`src/rtl/event_encoder_16x4.sv`:
```
// rtl/event_encoder_16x4.sv - sequential 16-to-4 event encoder with pending register and valid/ready output
// Optional feature: define ROUND_ROBIN_EN for rotating-priority selection (default: fixed, bit 0 highest).
module event_encoder_16x4 #(
    parameter int SIZE_IN  = 16,
    parameter int SIZE_OUT = 4
) (
    input  logic                clk,
    input  logic                rst,
    input  logic [SIZE_IN-1:0]  req,
    input  logic                ready,
    output logic [SIZE_OUT-1:0] out,
    output logic                valid,
    output logic [SIZE_IN-1:0]  pend
);

    typedef enum logic {
        IDLE = 1'b0,
        HOLD = 1'b1
    } state_t;

    state_t              state;
    state_t              state_next;
    logic [SIZE_IN-1:0]  pend_q;
    logic [SIZE_IN-1:0]  clr;
    logic [SIZE_OUT-1:0] out_q;
    logic [SIZE_OUT-1:0] out_next;
    logic [SIZE_OUT-1:0] sel;
    logic                any_pend;
    logic                xfer;

    assign xfer     = (state == HOLD) && ready;
    assign any_pend = |pend_q;

    // Only the code being transferred is cleared; a simultaneous req for it re-sets the bit.
    always_comb begin
        clr = '0;
        if (xfer) begin
            clr[out_q] = 1'b1;
        end
    end

`ifdef ROUND_ROBIN_EN
    logic [SIZE_OUT-1:0] last;
    logic [SIZE_OUT-1:0] idx;
    logic                found;

    // Search starts just past the last transferred code; k = SIZE_IN wraps back onto last itself.
    always_comb begin
        sel   = last;
        idx   = '0;
        found = 1'b0;
        for (int k = 1; k <= SIZE_IN; k++) begin
            idx = last + SIZE_OUT'(k);
            if (!found && pend_q[idx]) begin
                sel   = idx;
                found = 1'b1;
            end
        end
    end

    always_ff @(posedge clk or posedge rst) begin
        if (rst) begin
            last <= '1;
        end else if (xfer) begin
            last <= out_q;
        end
    end
`else
    // Scanning from the top down leaves the lowest set index as the winner.
    always_comb begin
        sel = '0;
        for (int i = SIZE_IN - 1; i >= 0; i--) begin
            if (pend_q[i]) begin
                sel = SIZE_OUT'(i);
            end
        end
    end
`endif

    always_comb begin
        state_next = state;
        out_next   = out_q;
        case (state)
            IDLE: begin
                if (any_pend) begin
                    out_next   = sel;
                    state_next = HOLD;
                end
            end
            HOLD: begin
                if (ready) begin
                    state_next = IDLE;
                end
            end
            default: state_next = IDLE;
        endcase
    end

    always_ff @(posedge clk or posedge rst) begin
        if (rst) begin
            state  <= IDLE;
            out_q  <= '0;
            pend_q <= '0;
        end else begin
            state  <= state_next;
            out_q  <= out_next;
            pend_q <= (pend_q & ~clr) | req;
        end
    end

    assign out   = out_q;
    assign valid = (state == HOLD);
    assign pend  = pend_q;

endmodule

```
`config.mk`:
```
export PLATFORM = sky130hd
export DESIGN_NAME = event_encoder_16x4
export DESIGN_NICKNAME = d
export VERILOG_FILES = /design/src/rtl/event_encoder_16x4.sv
export SDC_FILE = /design/constraint.sdc
export NUM_CORES = 1
export LEC_CHECK = 0
export ABC_AREA = 1
export CAP_MARGIN = 5
export CELL_PAD_IN_SITES_DETAIL_PLACEMENT = 1
export CELL_PAD_IN_SITES_GLOBAL_PLACEMENT = 1
export CORE_MARGIN = 1.5
export CORE_UTILIZATION = 28
export CTS_BUF_LIST = sky130_fd_sc_hd__clkbuf_16
export DETAILED_ROUTE_END_ITERATION = 10
export PLACE_DENSITY_LB_ADDON = 0.08
export SYNTH_ARGS = -nofsm -noshare
export SYNTH_HDL_FRONTEND = slang
export SYNTH_SLANG_ARGS = --single-unit
```
`constraint.sdc`:
```
create_clock -name clk -period 1.5 [get_ports clk]
set_clock_uncertainty 0.15 [all_clocks]
set_input_delay 0.15 -clock clk [delete_from_list [all_inputs] [get_ports clk]]
set_output_delay 0.15 -clock clk [all_outputs]
set_load 0.01 [all_outputs]
```
==> results of run 1 <==
==> routing by layer <==
metal	GRT usage	vias up	part of all wire	wire length, um
li1	-	549	-	-
met1	0.207	512	0.46	1500
met2	0.300	23	0.49	1590
met3	0.0208	4	0.032	103
met4	0.0479	0	0.010	33
met5	0	-	0	0
==> path summary, 6_finish.rpt <==
kind                       startpoint  cells past startpoint  slack (ns)  endpoint
hold / removal                    rst                      3        0.09  pend[15]
setup reg to reg             pend[14]                      7       -0.13    out[2]
setup / recovery             pend[14]                      7       -0.13    out[2]
hold reg to reg              pend[12]                      2        0.46  pend[12]
max in group asynchronous         rst                      3        0.89   pend[5]
min in group clk               req[0]                      3        0.28   pend[0]
==> what timing repair did <==
action	4_1_cts	5_1_grt
setup buffers	4	0
hold endpoints to repair	0	0
pin swaps	1	1
setup endpoints to repair	24	8
resized for setup	21	5
==> power breakdown <==
group	switching, W	internal (W)	leakage [nW]
Clock	0.000202	0.000355	0.0423
Sequential	0.0000686	0.000627	0.206
Combinational	0.000293	0.000252	0.631
==> metrics by stage <==
stage	std cells	power [W]	hold slack [ns]
after floorplan	135	0.000948	-0.0235
after global placement	239	0.00120	0.351
after detailed placement	239	0.00121	0.375
after CTS	247	0.00182	0.106
after global routing	247	0.00191	0.123
final	247	0.00180	0.0885
==> worst max-delay path: stages (launching register included) <==
cell	delay, ns
dfrtp_1	0.40
or2_4	0.27
nor3_2	0.18
nand2_2	0.11
o21ai_4	0.20
inv_2	0.08
nand3_2	0.06
o21ai_1	0.07
==> cell families after synthesis <==
family                 synth area share
and+or+nand+nor                   0.264
buffers and inverters            0.0977
AOI/OAI and AO/OA                 0.150
DFF                               0.488
==> state kept, by name, summed over array words and instances (netlist names) <==
signal  count
out         4
pend       16
valid       1
==> final cells by class <==
class,count,share of cell area
clock buffers,3,0.0421
clock inverters,1,0.00210
inverters,28,0.0589
multi-input cells,86,0.272
flip-flops and latches,21,0.295
well taps,48,0.0337
repair buffers,60,0.297
==> layout by cell type (no fill, tap or decap) <==
master,netlist,layout
o21bai_1,14,14
clkdlybuf4s50_1,0,21
dfrtp_1,21,21
dlymetal6s2s_1,0,1
nor4_2,0,1
o21ai_0,4,4
nor2_1,18,18
nor3_2,1,1
o21ai_1,2,2
or2_4,0,1
a21oi_1,2,1
nor3_1,1,1
nor4_4,1,2
buf_4,0,21
nand2_4,0,1
dlygate4sd2_1,0,17
nand2_1,28,27
a21oi_2,0,1
nand3_2,0,1
nand2_2,1,1
inv_1,27,27
inv_2,1,2
clkbuf_16,0,3
o21ai_4,1,1
nand3_1,10,9
==> flow_summary.json, run 1 <==
{
  "synthArstFlopShare": 1.00,
  "wl_per_cell_um": 13.1,
  "grt_pass1_vias": 1232,
  "die_h_um": 65.0,
  "period_minus_slack_ns": 1.63,
  "dpl_worst_slack_ns": -0.152,
  "cp_max_fo": 5,
  "first_pass_iters": 2,
  "grt_pass1_wl_mm": 5.38,
  "yosys_warnings": 0,
  "clk_pin_slew_ns": 0.06,
  "synth.most_common_cell": "nand2_1",
  "synth_seq_cells": 21,
  "synthFlopType": "dfrtp_1",
  "cp-end-kind": "flop",
  "worstSkewPairLatency_ns": 0.25,
  "min_period_over_period": 1.09,
  "synthDistinctLibCells": 17,
  "antenna_found_initial": 0,
  "root_buffer": "clkbuf_16",
  "clockBufferDepth": 2,
  "routabilityCongestion": 0.758,
  "grt_use_total": 0.167,
  "final_util": 0.484,
  "finish.instance_area_um2": 1780,
  "synth-edff-count": 0,
  "min_path_type": "in -> async",
  "ys_seq_area_frac": 0.488,
  "powerDensity_nw_per_um2": 1010,
  "slew_headroom": 0.774,
  "setup_viol": 7,
  "hpwl_mm": 2.50,
  "drtIter0Drc": 8,
  "cp-start-kind": "flop",
  "slew_viol_final": 0,
  "synth_common_cells": "28 x nand2_1, 27 x inv_1, 21 x dfrtp_1, 18 x nor2_1, 14 x o21bai_1",
  "route.detailed.drc": 0,
  "required_ns": 1.48,
  "rsz0062_at_grt": "yes",
  "die_area_um2": 4220,
  "worst_slack_ns": -0.132,
  "critPathKind": "reg -> reg",
  "placed_cell_area_um2": 1660,
  "outcome": "finished with violations",
  "ir_worst_vdd_uv": 581,
  "num_rows": 22,
  "via_count": 1088,
  "cts_max_level": 1,
  "drv_cap": 0,
  "areaGrowthSynthToFinish_pct": 65.8,
  "synth_area_per_cell_um2": 7.97,
  "hold_viol_final": 0,
  "hold_buffers": 0,
  "multi_input_area_um2": 485,
  "diodes": 0,
  "p_leak_nw": 0.880,
  "violations": "setup timing",
  "ant_nets": 0,
  "core_um2": 3690,
  "synth_cells": 135,
  "tns_ns": -0.634,
  "grt-ovfl-total": 0,
  "nFillCells": 472,
  "cts_made_buffers": 3,
  "vias_per_cell": 4.40,
  "grt_max_degree": 22,
  "clock.fmax_ghz": 0.613,
  "cp.arrival_ns": 1.62,
  "io_pins": 40,
  "cts_tree": "done",
  "cts.sinks": 21,
  "dieWidth_um": 65.0,
  "synth_nets": 154,
  "drt-total-wl_mm": 3.23,
  "tightest_slew_ns": 0.336,
  "synth_area_um2": 1080,
  "portBuffers": 39,
  "synth_largest_area_cell": "dfrtp_1",
  "start_util": 0.292,
  "synthTopCellsByArea": "dfrtp_1 49%, nand2_1 9.8%, o21bai_1 9.8%, inv_1 9.4%, nor2_1 6.3%",
  "synth_top_area_share": 0.488,
  "drive_above_1_share": 0.181,
  "nets": 219,
  "ff_latch_area_um2": 526
}
(Power assumes the default switching activity.)
==> run 2: changes to the inputs <==
--- a/config.mk
+++ b/config.mk
@@ -9,7 +9,7 @@
 export CAP_MARGIN = 5
 export CELL_PAD_IN_SITES_DETAIL_PLACEMENT = 1
 export CELL_PAD_IN_SITES_GLOBAL_PLACEMENT = 1
-export CORE_MARGIN = 1.5
+export CORE_MARGIN = 4
 export CORE_UTILIZATION = 28
 export CTS_BUF_LIST = sky130_fd_sc_hd__clkbuf_16
 export DETAILED_ROUTE_END_ITERATION = 10
==> run 2 against run 1 <==
  * The flow still finishes with violations (setup timing)
  * Flip-flop and latch count unchanged
  * Critical path depth unchanged
  * Worst hold slack got worse by 0.012 ns
  * Clock power hardly changed
  * Sequential share of layout area rose by 0.20 points
  * Wire length rose by 6.3%
  * Count of clock-buffer cells in the layout stayed put
  * Combinational power down 7.5%
  * Sequential power is 2% higher
  * Via count up 3.0%
  * Global-route usage fell by 2.1 points
  * Die area up 16%
  * Critical path type unchanged
  * Largest power group unchanged
==> flow_summary.json, run 2 (synthesis gave the netlist of run 1 again) <==
{
  "drt-total-wl_mm": 3.43,
  "slew_viol_final": 0,
  "final_util": 0.483,
  "grt_pass1_vias": 1218,
  "hold_buffers": 0,
  "clkPwrFrac": 0.316,
  "wl_per_cell_um": 13.8,
  "routabilityCongestion": 0.796,
  "outcome": "finished with violations",
  "period_minus_slack_ns": 1.64,
  "dieWidth_um": 70.0,
  "layout_commonest_cell": "inv_1",
  "largest_reg_flops": 16,
  "die_h_um": 70.0,
  "cts_made_buffers": 3,
  "finish.instance_area_um2": 1780,
  "clk_pin_slew_ns": 0.06,
  "nets": 220,
  "fin_cells": 248,
  "required_ns": 1.49,
  "root_buffer": "clkbuf_16",
  "internal-power_w": 0.00121,
  "tightest_slew_ns": 0.420,
  "placed_cell_area_um2": 1670,
  "powerDensity_nw_per_um2": 994,
  "antenna_found_initial": 0,
  "drv_cap": 0,
  "p_sw_frac": 0.318,
  "drive_above_1_share": 0.185,
  "via_count": 1121,
  "slew_headroom": 0.718,
  "power_switching_w": 0.000563,
  "cp-start-kind": "flop",
  "clock.fmax_ghz": 0.610,
  "worst_slack_ns": -0.139,
  "multi_input_area_um2": 474,
  "cp_max_fo": 5,
  "drtIter0Drc": 22,
  "nFillCells": 471,
  "clockBufferDepth": 2,
  "ff_latch_area_um2": 528,
  "min_period_over_period": 1.09,
  "grt_use_total": 0.145,
  "grt-ovfl-total": 0,
  "ant_nets": 0,
  "critPathKind": "reg -> reg",
  "start_util": 0.292,
  "ir_worst_vdd_uv": 693,
  "dp.cells": 240,
  "grt_pass1_wl_mm": 5.64,
  "first_pass_iters": 4,
  "areaGrowthSynthToFinish_pct": 65.5,
  "setup_viol": 5,
  "num_rows": 22,
  "diodes": 0,
  "portBuffers": 39,
  "cp-end-kind": "flop",
  "pwr-share-comb": 0.285,
  "cts_max_level": 1,
  "r2r_cells": 7,
  "layout_common_cells": "28 x inv_1, 27 x nand2_1, 22 x buf_4",
  "die_area_um2": 4900,
  "vias_per_cell": 4.52,
  "worstSkewPairLatency_ns": 0.25,
  "grt_max_degree": 22,
  "cp.arrival_ns": 1.63,
  "violations": "setup timing",
  "power_frac_seq": 0.399,
  "core_um2": 3690,
  "p_leak_nw": 0.876,
  "cts_tree": "done",
  "rsz0062_at_grt": "yes",
  "min_path_type": "in -> async",
  "route.detailed.drc": 0,
  "cts.sinks": 21,
  "hold_viol_final": 0,
  "hpwl_mm": 2.73,
  "io_pins": 40
}
==> run 2: critical path, stage by stage (launching register included) <==
cell and delay, ns:
dfrtp_1 0.39, or2_1 0.26, nor3_2 0.18, nand2_2 0.12, o21ai_4 0.22, inv_2 0.08, nand3_2 0.06, o21ai_1 0.06
==> run 2: worst paths after layout <==
| path | startpoint | endpoint | slack (ns) |
|---|---|---|---|
| worst max-delay path | pend[14] | out[2] | -0.14 |
| worst min-delay path | rst | pend[14] | 0.08 |
| worst max register to register | pend[14] | out[2] | -0.14 |
| worst min register to register | out[0] | out[0] | 0.44 |
| max in group asynchronous | rst | out[0] | 0.89 |
| min in group clk | req[15] | pend[15] | 0.27 |
==> run 2: layout make-up <==
| cell class | instances | area share |
|---|---|---|
| sequential | 21 | 0.297 |
| tap | 48 | 0.0337 |
| clock buffer | 3 | 0.0422 |
| multi-input combinational | 86 | 0.266 |
| clock inverter | 1 | 0.00211 |
| inverter | 28 | 0.0590 |
| timing repair buffer | 61 | 0.300 |
==> run 2: per-layer routing <==
layer  vias to the layer above  wire length [um]  GRT usage
li1                        555                 -          -
met1                       531              1460      0.175
met2                        31              1780      0.262
met3                         4               166     0.0288
met4                         0                29     0.0383
met5                         -                 0          0
==> run 2: through the flow <==
step                      hold slack (ns)  TNS [ns]  total power (W)  setup WS, ns
after floorplan                   -0.0235         0         0.000948      0.000730
after global placement              0.352    -0.694          0.00120        -0.172
after detailed placement            0.359    -0.777          0.00122        -0.185
after CTS                          0.0860    -0.410          0.00179        -0.125
after global routing                0.103     -1.10          0.00188        -0.291
final                              0.0768    -0.528          0.00177        -0.139
==> run 2: power groups by stage <==
| stage | combinational [W] | clock (W) | sequential (W) |
|---|---|---|---|
| final | 0.000504 | 0.000559 | 0.000707 |
| after global routing | 0.000558 | 0.000609 | 0.000718 |
| after CTS | 0.000506 | 0.000581 | 0.000707 |
| after detailed placement | 0.000506 | 0 | 0.000714 |
| after global placement | 0.000496 | 0 | 0.000708 |
| after floorplan | 0.000218 | 0 | 0.000730 |
==> run 2: repair_timing <==
action | CTS | global route
setup buffers | 3 | 1
resized for setup | 25 | 2
setup endpoints to repair | 24 | 6
pin swaps | 2 | 0
